[src/rtl/slt_pkg.sv]
// slt_pkg: shared width constant and operand type for the set-less-than unit.
package slt_pkg;

  localparam int unsigned SLT_WIDTH = 64;

  typedef logic [SLT_WIDTH-1:0] slt_word_t;

endpackage : slt_pkg

[src/rtl/slt_sub.sv]
// slt_sub: WIDTH-bit subtractor a - b computed as a + ~b + 1, built from 4-bit
// carry-lookahead groups whose group carries ripple from group to group.
module slt_sub
  import slt_pkg::*;
#(
  parameter int unsigned WIDTH = SLT_WIDTH
) (
  input  logic [WIDTH-1:0] a,
  input  logic [WIDTH-1:0] b,
  output logic [WIDTH-1:0] d,
  output logic             cout
);

  localparam int unsigned NGRP = (WIDTH + 3) / 4;
  localparam int unsigned PW   = NGRP * 4;

  logic [PW-1:0] g;
  logic [PW-1:0] p;
  logic [PW:0]   c;
  logic          carry_unused;

  // Per-bit generate/propagate against the inverted subtrahend; pad bits stay 0.
  always_comb begin
    g = '0;
    p = '0;
    g[WIDTH-1:0] = a & ~b;
    p[WIDTH-1:0] = a ^ ~b;
  end

  // Lookahead inside each 4-bit group, group carry-in taken from the group below.
  always_comb begin
    c    = '0;
    c[0] = 1'b1;
    for (int unsigned k = 0; k < NGRP; k++) begin
      c[4*k+1] = g[4*k] | (p[4*k] & c[4*k]);
      c[4*k+2] = g[4*k+1] | (p[4*k+1] & g[4*k])
               | (p[4*k+1] & p[4*k] & c[4*k]);
      c[4*k+3] = g[4*k+2] | (p[4*k+2] & g[4*k+1])
               | (p[4*k+2] & p[4*k+1] & g[4*k])
               | (p[4*k+2] & p[4*k+1] & p[4*k] & c[4*k]);
      c[4*k+4] = g[4*k+3] | (p[4*k+3] & g[4*k+2])
               | (p[4*k+3] & p[4*k+2] & g[4*k+1])
               | (p[4*k+3] & p[4*k+2] & p[4*k+1] & g[4*k])
               | (p[4*k+3] & p[4*k+2] & p[4*k+1] & p[4*k] & c[4*k]);
    end
  end

  assign d    = p[WIDTH-1:0] ^ c[WIDTH-1:0];
  assign cout = c[WIDTH];

  // Carries above the operand width only exist because of group padding.
  assign carry_unused = ^c[PW:WIDTH];

endmodule : slt_sub

[src/rtl/slt.sv]
// slt: registered signed set-less-than (A < B) via subtract-and-overflow.
// Optional macro SLT_SLTU_EN adds the Unsigned input selecting an unsigned compare.
module slt
  import slt_pkg::*;
#(
  parameter int unsigned WIDTH = SLT_WIDTH
) (
  input  logic             clk,
  input  logic             rst_n,
  input  logic [WIDTH-1:0] A,
  input  logic [WIDTH-1:0] B,
`ifdef SLT_SLTU_EN
  input  logic             Unsigned,
`endif
  output logic             Result
);

  logic [WIDTH-1:0] d;
  logic             c;
  logic             s;
  logic             v;
  logic             lt_s;
  logic             lt;
  logic             sub_unused;

  slt_sub #(
    .WIDTH (WIDTH)
  ) u_sub (
    .a    (A),
    .b    (B),
    .d    (d),
    .cout (c)
  );

  // Signed verdict: difference sign corrected by overflow.
  always_comb begin
    s    = d[WIDTH-1];
    v    = (A[WIDTH-1] != B[WIDTH-1]) && (s != A[WIDTH-1]);
    lt_s = s ^ v;
  end

`ifdef SLT_SLTU_EN
  // Borrow (no carry-out) means A < B unsigned.
  always_comb begin
    lt = Unsigned ? ~c : lt_s;
  end
  assign sub_unused = ^d[WIDTH-2:0];
`else
  // Signed-only build: carry-out is not consumed.
  always_comb begin
    lt = lt_s;
  end
  assign sub_unused = ^{d[WIDTH-2:0], c};
`endif

  // Output register, cleared asynchronously.
  always_ff @(posedge clk or negedge rst_n) begin
    if (!rst_n) Result <= 1'b0;
    else        Result <= lt;
  end

endmodule : slt

[config.mk]
export PLATFORM = sky130hd
export DESIGN_NAME = slt
export DESIGN_NICKNAME = d
export VERILOG_FILES = /design/src/rtl/slt_pkg.sv /design/src/rtl/slt_sub.sv /design/src/rtl/slt.sv
export SDC_FILE = /design/constraint.sdc
export NUM_CORES = 1
export LEC_CHECK = 0
export BUFFER_PORTS_ARGS = -buffer_cell sky130_fd_sc_hd__buf_2
export CAP_MARGIN = 0
export CORE_ASPECT_RATIO = 2
export CORE_MARGIN = 3
export CORE_UTILIZATION = 37
export DETAILED_ROUTE_END_ITERATION = 7
export PLACE_DENSITY_LB_ADDON = 0.2
export SETUP_SLACK_MARGIN = 0.1
export SYNTH_ARGS = -nofsm -noshare
export SYNTH_HDL_FRONTEND = slang
export SYNTH_SLANG_ARGS = --single-unit
export TNS_END_PERCENT = 30
[constraint.sdc]
create_clock -name clk -period 0.8 [get_ports clk]
set_input_delay 0.08 -clock clk [delete_from_list [all_inputs] [get_ports clk]]
set_output_delay 0.08 -clock clk [all_outputs]
set_load 0.005 [all_outputs]
After elaboration in Yosys (flattened, before gate mapping)
Index checks and enable logic that the tools add are counted.
{"block": "totals", "reg_bits": 1, "output_inout_bits": 1, "in_bits": 130, "elab_cells": 410}
{"block": "op_classes", "reduce_logical": 1, "eq_ne": 2, "bitwise_logic": 406}
{"op": "AND 1 bit", "n": 245}
{"op": "bitwise OR 1 bit", "n": 156}
{"op": "XOR 64 bit", "n": 2}
{"op": "inverter 64 bit", "n": 1}
{"op": "AND 63 bit", "n": 1}
{"op": "!= test 1 bit", "n": 2}
{"op": "logical AND 1 bit", "n": 1}
{"op": "XOR 1 bit", "n": 1}

Logic depth before layout (Yosys ltp)
Gate-level depths: netlist of the first run.
{"block": "depth", "ltp_word": 41, "mapped_depth": 9}

Hierarchy
Synthesis of the first run repeated with hierarchy kept, for this count alone.
{"block": "hier_totals", "hier_cells": 437, "hier_area_um2": 3201.8}
{"mod": "slt_sub", "seq_area_each_um2": 0.0, "instances": 1, "area_per_inst_um2": 3164.3, "cells_each": 433}
{"mod": "slt", "seq_area_each_um2": 25.0, "instances": 1, "area_per_inst_um2": 37.5, "cells_each": 4}

Least setup slack after synthesis of the first run
OpenSTA, ideal clock, no wires.
{"block": "synth_timing", "path_type": "input-to-reg", "startpoint": "in B[57]", "endpoint": "reg Result", "t_arrival_ns": 1.622, "stages": 9, "path_slack_ns": -0.889, "t_required_ns": 0.733, "path_cell_list": "inv_1 -> ha_1 -> a21o_1 -> a21o_1 -> a221oi_2 -> o2111ai_1 -> o311ai_1 -> o21a_1 -> fa_1"}
{"block": "synth_via", "elab_chain_len": 12, "word_cells_on_any_way": 17}
{"element": "start, declared", "line": "slt.sv:11", "rtl": "input logic [WIDTH-1:0] B,"}
{"element": "inverter 64 bit *", "line": "slt_sub.sv:27", "rtl": "p[WIDTH-1:0] = a ^ ~b;"}
{"element": "AND 63 bit or XOR 64 bit (tied branches)", "line": "slt_sub.sv:26, slt_sub.sv:27"}
{"element": "AND 1 bit (on tied branches)", "line": "slt_sub.sv:42, slt_sub.sv:43, slt_sub.sv:44"}
{"element": "bitwise OR 1 bit (tied with other cells)", "line": "slt_sub.sv:42", "rtl": "| (p[4*k+3] & p[4*k+2] & g[4*k+1])"}
{"element": "bitwise OR 1 bit or AND 1 bit (tied branches)", "line": "slt_sub.sv:43, slt_sub.sv:44"}
{"element": "bitwise OR 1 bit *", "line": "slt_sub.sv:44", "rtl": "| (p[4*k+3] & p[4*k+2] & p[4*k+1] & p[4*k] & c[4*k]);"}
{"element": "AND 1 bit *", "line": "slt_sub.sv:40", "rtl": "| (p[4*k+2] & p[4*k+1] & p[4*k] & c[4*k]);"}
{"element": "bitwise OR 1 bit *", "line": "slt_sub.sv:40"}
{"element": "XOR 64 bit *", "line": "slt_sub.sv:48", "rtl": "assign d = p[WIDTH-1:0] ^ c[WIDTH-1:0];"}
{"element": "!= test 1 bit", "line": "slt.sv:38", "rtl": "v = (A[WIDTH-1] != B[WIDTH-1]) && (s != A[WIDTH-1]);"}
{"element": "logical AND 1 bit", "line": "slt.sv:38"}
{"element": "XOR 1 bit *", "line": "slt.sv:39", "rtl": "lt_s = s ^ v;"}
{"element": "named net lt", "line": "slt.sv:23", "rtl": "logic lt;"}
{"element": "end signal, assigned", "line": "slt.sv:59", "rtl": "else Result <= lt;"}
{"element": "end, declared", "line": "slt.sv:15", "rtl": "output logic Result"}
Mark *: on every way through the listed nets, which the timed path passes. The rest lies on a longest branch.

Worst setup path after layout of the first run
{"block": "layout_timing", "startpoint": "in A[14]", "endpoint": "reg Result"}
{"block": "layout_via", "elab_chain_len": 34, "word_cells_on_any_way": 41}
{"element": "start, declared", "line": "slt.sv:10", "rtl": "input logic [WIDTH-1:0] A,"}
{"element": "AND 63 bit or XOR 64 bit (tied branches)", "line": "slt_sub.sv:26, slt_sub.sv:27"}
{"element": "AND 1 bit (on tied branches)"}
{"element": "bitwise OR 1 bit (tied with other cells)", "line": "slt_sub.sv:41", "rtl": "c[4*k+4] = g[4*k+3] | (p[4*k+3] & g[4*k+2])"}
{"element": "bitwise OR 1 bit (tied with other cells)", "line": "slt_sub.sv:42"}
{"element": "bitwise OR 1 bit or AND 1 bit (tied branches)", "line": "slt_sub.sv:43, slt_sub.sv:44"}
{"element": "bitwise OR 1 bit *", "line": "slt_sub.sv:44"}
{"element": "AND 1 bit *", "line": "slt_sub.sv:44"}
{"element": "bitwise OR 1 bit *", "line": "slt_sub.sv:44"}
{"element": "[... 19 more ...]"}
{"element": "bitwise OR 1 bit *", "line": "slt_sub.sv:44"}
{"element": "AND 1 bit *", "line": "slt_sub.sv:40"}
{"element": "bitwise OR 1 bit *", "line": "slt_sub.sv:40"}
{"element": "XOR 64 bit *", "line": "slt_sub.sv:48"}
{"element": "!= test 1 bit", "line": "slt.sv:38"}
{"element": "logical AND 1 bit", "line": "slt.sv:38"}
{"element": "XOR 1 bit *", "line": "slt.sv:39"}
{"element": "named net lt", "line": "slt.sv:23"}
Marks and branches as above.

==> impl_metrics.csv, run 1 <==
group,metric,value,unit
grt,grt_pass1_wl,7260,microns
sta,setup_ws,-1.12,ns
drt,vias_per_cell,4.84,
sta,worstMarginPinSlew,0.420,ns
placement,portBuffers,130,
synthesis,ys_seq_area_share,1.52,%
drt,drt-met1-wl,1420,microns
sta,min_period_over_period,240,%
drt,wl_met2,2830,microns
drt,vias,2059,
setup_path,worst_ep_arrival_time,1.79,ns
run_status,status,"finished, violations left",
sta,fmax,521,MHz
sta,layout_min_cycle_time,1.92,ns
sta,finalSetupTns,-1.12,ns
setup_path,crit_chain,"buf_2 -> ha_1 -> nand4_1 -> nor4_2 -> o21ai_1 -> a31oi_1 -> a211oi_2 -> o21a_1 -> fa_2",
layout,syn2layout_area_growth,52.9,%
placement,place_ws,-1.16,ns
setup_path,worstPathRequired,0.67,ns
synthesis,synth.distinct_cells,29,
drt,dr_wl_met3,362,microns
setup_path,startpoint,"A[14]",
floorplanning,die-area,5330,sq um
layout,layout_common_cells,"buf_2 (130), inv_1 (62), ha_1 (60)",
drt,drt.antenna.violating_nets,0,
drt,drt_first_pass_iters,2,
layout,layoutNonFillerInstCount,425,
placement,post_dp_cell_area,2430,sq um
run_status,violations,"setup timing",
synthesis,yosys_warnings,0,
sta,setup_viol,1,
power,power.density,475,nW/um^2
setup_path,crit_fanout,2,
drt,topRoutingLayerUsed,"met4",
placement,dp.cells,422,
synthesis,ys_seq_elements,1,
layout,final_common_cell,"buf_2",
setup_path,endpoint_kind,"flip-flop",
sta,grt_setup_unrepaired,"true",
drt,route.detailed.drc,0,
setup_path,worstSetupStartpointType,"primary input",
layout,top_regs,"Result: 1 flops",
grt,grt_max_degree,5,
power,p_leak,1.60,nW
setup_path,crit_type,"primary input to flip-flop",
hold_path,hp-class,"primary input to async pin",
synthesis,synth_cells,231,
layout,layout-drive-gt1-share,41.0,%
grt,gr-usage-all-layers,17.1,%
setup_path,max_stage_delay,0.32,ns
power,total_power,1.20,mW
floorplanning,num_rows,33,
floorplanning,die_w,53.2,microns
synthesis,ys.flop_type,"dfrtp_1",
layout,largest_reg_flops,1,
job,max_cap_violations,0,
layout,antenna_cells,0,
floorplanning,initial_utilization,39.1,%
synthesis,async_flop_share,100,%
grt,grt_antenna_before_repair,0,
synthesis,synth_edf_count,0,
sta,slew_headroom,71.8,%
synthesis,syn_area_per_cell,7.12,sq um
grt,grt_pass1_vias,2028,
cts,path_clk_slew,0,ns
sta,finalMaxSlewViolations,0,
layout,top_register,"Result",
floorplanning,io_pins,131,
synthesis,synth_nets,425,
placement,dp_hpwl,4500,microns
power,vdd_drop_max,0.259,mV
synthesis,syn-cell-area,1650,sq um
drt,wl_per_cell,11.1,microns
drt,drt_iter0_drc,6,
sta,final-hold-violation-count,0,
floorplanning,dieHeight,100,microns
grt,gr-total-overflow,0,
setup_path,worst_path_max_delay_cell,"fa_2",
layout,nNetsFinal,569,
placement,gp_congestion,0.773,
drt,routed_wl,4710,microns
floorplanning,core,4210,sq um
layout,design_area,2510,sq um
[worst max-delay path, delay by kind of cell]
family,cells,cell delay (ns)
adder cells (fa/ha/maj),2,0.61
AO/OA/AOI/OAI,4,0.60
AND/OR/NAND/NOR,2,0.39
buffers and inverters,1,0.10
[cells in the mapped netlist (all sizes together), types with 2 or more instances]
| library cell | number | area share (%) |
|---|---|---|
| nand3 | 7 | 2.1 |
| o21a | 4 | 1.8 |
| o2111ai | 2 | 1.1 |
| a21oi | 22 | 6.7 |
| nor2 | 8 | 1.8 |
| ha | 63 | 48 |
| inv | 64 | 15 |
| nor2b | 4 | 1.5 |
| nand4 | 6 | 2.3 |
| nand2b | 2 | 0.76 |
| o21ai | 14 | 4.3 |
| nand2 | 12 | 2.7 |
| a211oi | 3 | 1.4 |
| o211ai | 2 | 0.91 |
| nor3 | 2 | 0.61 |
| a21o | 3 | 1.4 |
[routing by layer]
layer | vias to the layer above | global-route usage [%]
met3 | 6 | 0.446
met4 | 0 | 1.18
li1 | 1078 | -
met5 | - | 0
met1 | 893 | 13.7
met2 | 82 | 40.7
[final timing paths]
path                       endpoint  slack (ns)
setup / recovery             Result       -1.12
hold / removal               Result        0.40
max in group asynchronous    Result        0.32
min in group clk             Result        0.40
[metrics by stage]
stage / util (%) / hold WS, ns
final: 59.7 / 0.396
after global routing: 59.7 / 0.409
after CTS: 58.4 / 0.371
after detailed placement: 57.7 / -0.141
after global placement: 57.7 / -0.142
after floorplan: - / -0.216
[cell families after synthesis]
group / after synthesis / synth area share [%]
AO/OA/AOI/OAI: 56 / 20.8
AND/OR/NAND/NOR: 46 / 13.9
flip-flops: 1 / 1.52
adder cells (fa/ha/maj): 64 / 49.1
buffers and inverters: 64 / 14.6
[repair_timing]
action / CTS / global route
hold buffers: 1 / 0
pin swaps: 5 / 12
gates resized for setup: 3 / 8
setup buffers: 1 / 1
setup endpoints to repair: 1 / 1
endpoints found under the hold margin: 1 / 0
[power by group]
group	leakage, nW	switching, mW	internal (mW)	total [mW]
clock	0	0	0	0
combinational	1.59	0.517	0.619	1.14
sequential	0.0110	0.00135	0.0577	0.0590
[final cells by class]
type / instances / area [sq um]
fill: 417 / 1700
multi-input combinational: 166 / 1440
timing repair buffer: 142 / 743
inverter: 64 / 240
tap: 52 / 65.1
sequential: 1 / 25.0
(Power assumes the default switching activity.)
==> inputs of run 2 (changes only) <==
==> constraint.sdc (replaced) <==
create_clock -name clk -period 1.7 [get_ports clk]
set_input_delay 0.17 -clock clk [delete_from_list [all_inputs] [get_ports clk]]
set_output_delay 0.17 -clock clk [all_outputs]
set_load 0.05 [all_outputs]
==> run 2 against run 1 <==
  * Die area is the same
  * Combinational power decreased by 49%
  * Final area up 5.2%
  * Critical path depth is 1 higher
  * Critical path type unchanged
  * Setup slack better by 0.85 ns
  * Flip-flop and latch count did not move
  * First-iteration DRC count increased to 3.0 times the previous value
  * Core utilization is 3.1 points higher
  * The run still ends with setup timing left
  * Sequential share of layout area is essentially flat
  * Cell count is 0.47% lower
==> impl_metrics.csv, run 2 (synthesis gave the netlist of run 1 again) <==
group,metric,value,unit
layout,final_common_cell,"buf_2",
grt,gr-usage-all-layers,17.9,%
sta,setup_ws,-0.273,ns
power,netSwitchingPower,0.269,mW
placement,dp_hpwl,4480,microns
grt,grt_pass1_wl,7540,microns
power,swShare,43.8,%
setup_path,endpoint_kind,"flip-flop",
drt,wl_per_cell,11.7,microns
power,total_power,0.614,mW
setup_path,worst_path_max_delay_cell,"fa_2",
sta,worstMarginPinSlew,0.289,ns
setup_path,crit_fanout,2,
floorplanning,core,4210,sq um
layout,nNetsFinal,567,
grt,grt_max_degree,5,
layout,multiInputGateArea,1530,sq um
sta,fmax,507,MHz
sta,finalMaxSlewViolations,0,
hold_path,min-delay-start,"A[63]",
hold_path,hp-class,"primary input to flip-flop",
placement,dp.cells,421,
drt,vias_per_cell,4.83,
drt,routed_wl,4960,microns
drt,route.detailed.drc,0,
floorplanning,io_pins,131,
grt,gr-total-overflow,0,
setup_path,crit_chain,"buf_2 -> inv_1 -> ha_4 -> nand4_1 -> nor4_2 -> o21ai_1 -> a31oi_1 -> a211oi_2 -> o21a_1 -> fa_2",
sta,slew_headroom,80.6,%
drt,vias,2042,
layout,fillers,406,
sta,finalSetupTns,-0.273,ns
grt,grt_pass1_vias,2052,
power,combPwrFrac,95.5,%
power,p_leak,1.60,nW
layout,syn2layout_area_growth,60.8,%
power,power.density,232,nW/um^2
power,intPower,0.345,mW
setup_path,path_delay_family,"adder cells",
sta,min_period_over_period,116,%
drt,drt.antenna.violating_nets,0,
placement,gp_congestion,0.770,
layout,layout-drive-gt1-share,44.2,%
floorplanning,dieHeight,100,microns
setup_path,crit_buf_inv,2,
drt,drt_iter0_drc,18,
run_status,violations,"setup timing",
layout,layout_common_cells,"buf_2 (121), inv_1 (58), ha_1 (55)",
drt,drt_first_pass_iters,3,
hold_path,holdPathStages,2,
power,pwr-share-seq,4.5,%
layout,antenna_cells,0,
cts,path_clk_slew,0,ns
setup_path,worstPathRequired,1.57,ns
run_status,status,"finished, violations left",
floorplanning,die_w,53.2,microns
hold_path,whs_endpoint,"Result",
sta,final-hold-violation-count,0,
sta,grt_setup_unrepaired,"true",
setup_path,crit_type,"primary input to flip-flop",
layout,top_register,"Result",
placement,portBuffers,130,
floorplanning,num_rows,33,
job,max_cap_violations,0,
power,vdd_drop_max,0.182,mV
layout,top_regs,"Result: 1 flops",
setup_path,worst_ep_arrival_time,1.84,ns
power,clkPwrFrac,0,%
layout,layoutNonFillerInstCount,423,
sta,setup_viol,1,
floorplanning,die-area,5330,sq um
grt,grt_antenna_before_repair,0,
setup_path,max_stage_delay,0.32,ns
floorplanning,initial_utilization,39.1,%
layout,largest_reg_flops,1,
layout,seq_area,25.0,sq um
setup_path,worstSetupStartpointType,"primary input",
sta,layout_min_cycle_time,1.97,ns
-- run 2: changes by cell type in the layout (fill, tap and decap cells not counted), sizes merged --
| cell | before | now |
|---|---|---|
| buf | 141 | 139 |
-- run 2: layer usage --
layer  track usage (%)  up-vias  wire length [microns]
met2              41.1       82                   3020
met4              1.97        0                     58
met5                 0        -                      0
met1              15.0      882                   1530
li1                  -     1074                      -
met3              1.04        4                    348
-- run 2: metrics by stage --
| step | worst slack (ns) | hold slack (ns) | util [%] | area (sq um) |
|---|---|---|---|---|
| after floorplan | -0.0785 | -0.126 | - | 1650 |
| after global placement | -0.355 | -0.0520 | 57.5 | 2420 |
| after detailed placement | -0.350 | -0.0541 | 57.5 | 2420 |
| after CTS | -0.311 | 0.490 | 61.1 | 2570 |
| after global routing | -0.383 | 0.509 | 62.8 | 2650 |
| final | -0.273 | 0.484 | 62.8 | 2650 |
-- run 2: how the worst max path moves through the flow --
stage	from	end	slack, ns	cells past startpoint
floorplan	B[57]	Result	-0.08	9
global placement	A[15]	Result	-0.35	9
detailed placement	B[15]	Result	-0.35	10
CTS	B[57]	Result	-0.31	10
global route	B[9]	Result	-0.38	10
finish	B[9]	Result	-0.27	10
-- run 2: cell type report --
| type | instances | area share (%) |
|---|---|---|
| Inverter | 64 | 9.18 |
| Multi-Input combinational cell | 166 | 57.8 |
| Sequential cell | 1 | 0.946 |
| Tap cell | 52 | 2.46 |
| Timing Repair Buffer | 140 | 29.7 |
-- run 2: power groups by stage --
stage	Clock [mW]	Sequential, mW	Combinational [mW]
2_1_floorplan	0	0.0387	0.270
3_3_place_gp	0	0.0278	0.516
3_5_place_dp	0	0.0277	0.527
4_1_cts	0	0.0277	0.569
5_1_grt	0	0.0279	0.676
6_report	0	0.0277	0.586
-- run 2: timing repair --
item / in CTS / in global routing
buffers inserted: 1 / 0
cloned: 0 / 0
endpoints found under the hold margin: 1 / 0
pin swaps: 16 / 11
endpoints found under the setup margin: 1 / 1
gates resized for setup: 24 / 12
hold buffers: 1 / 0
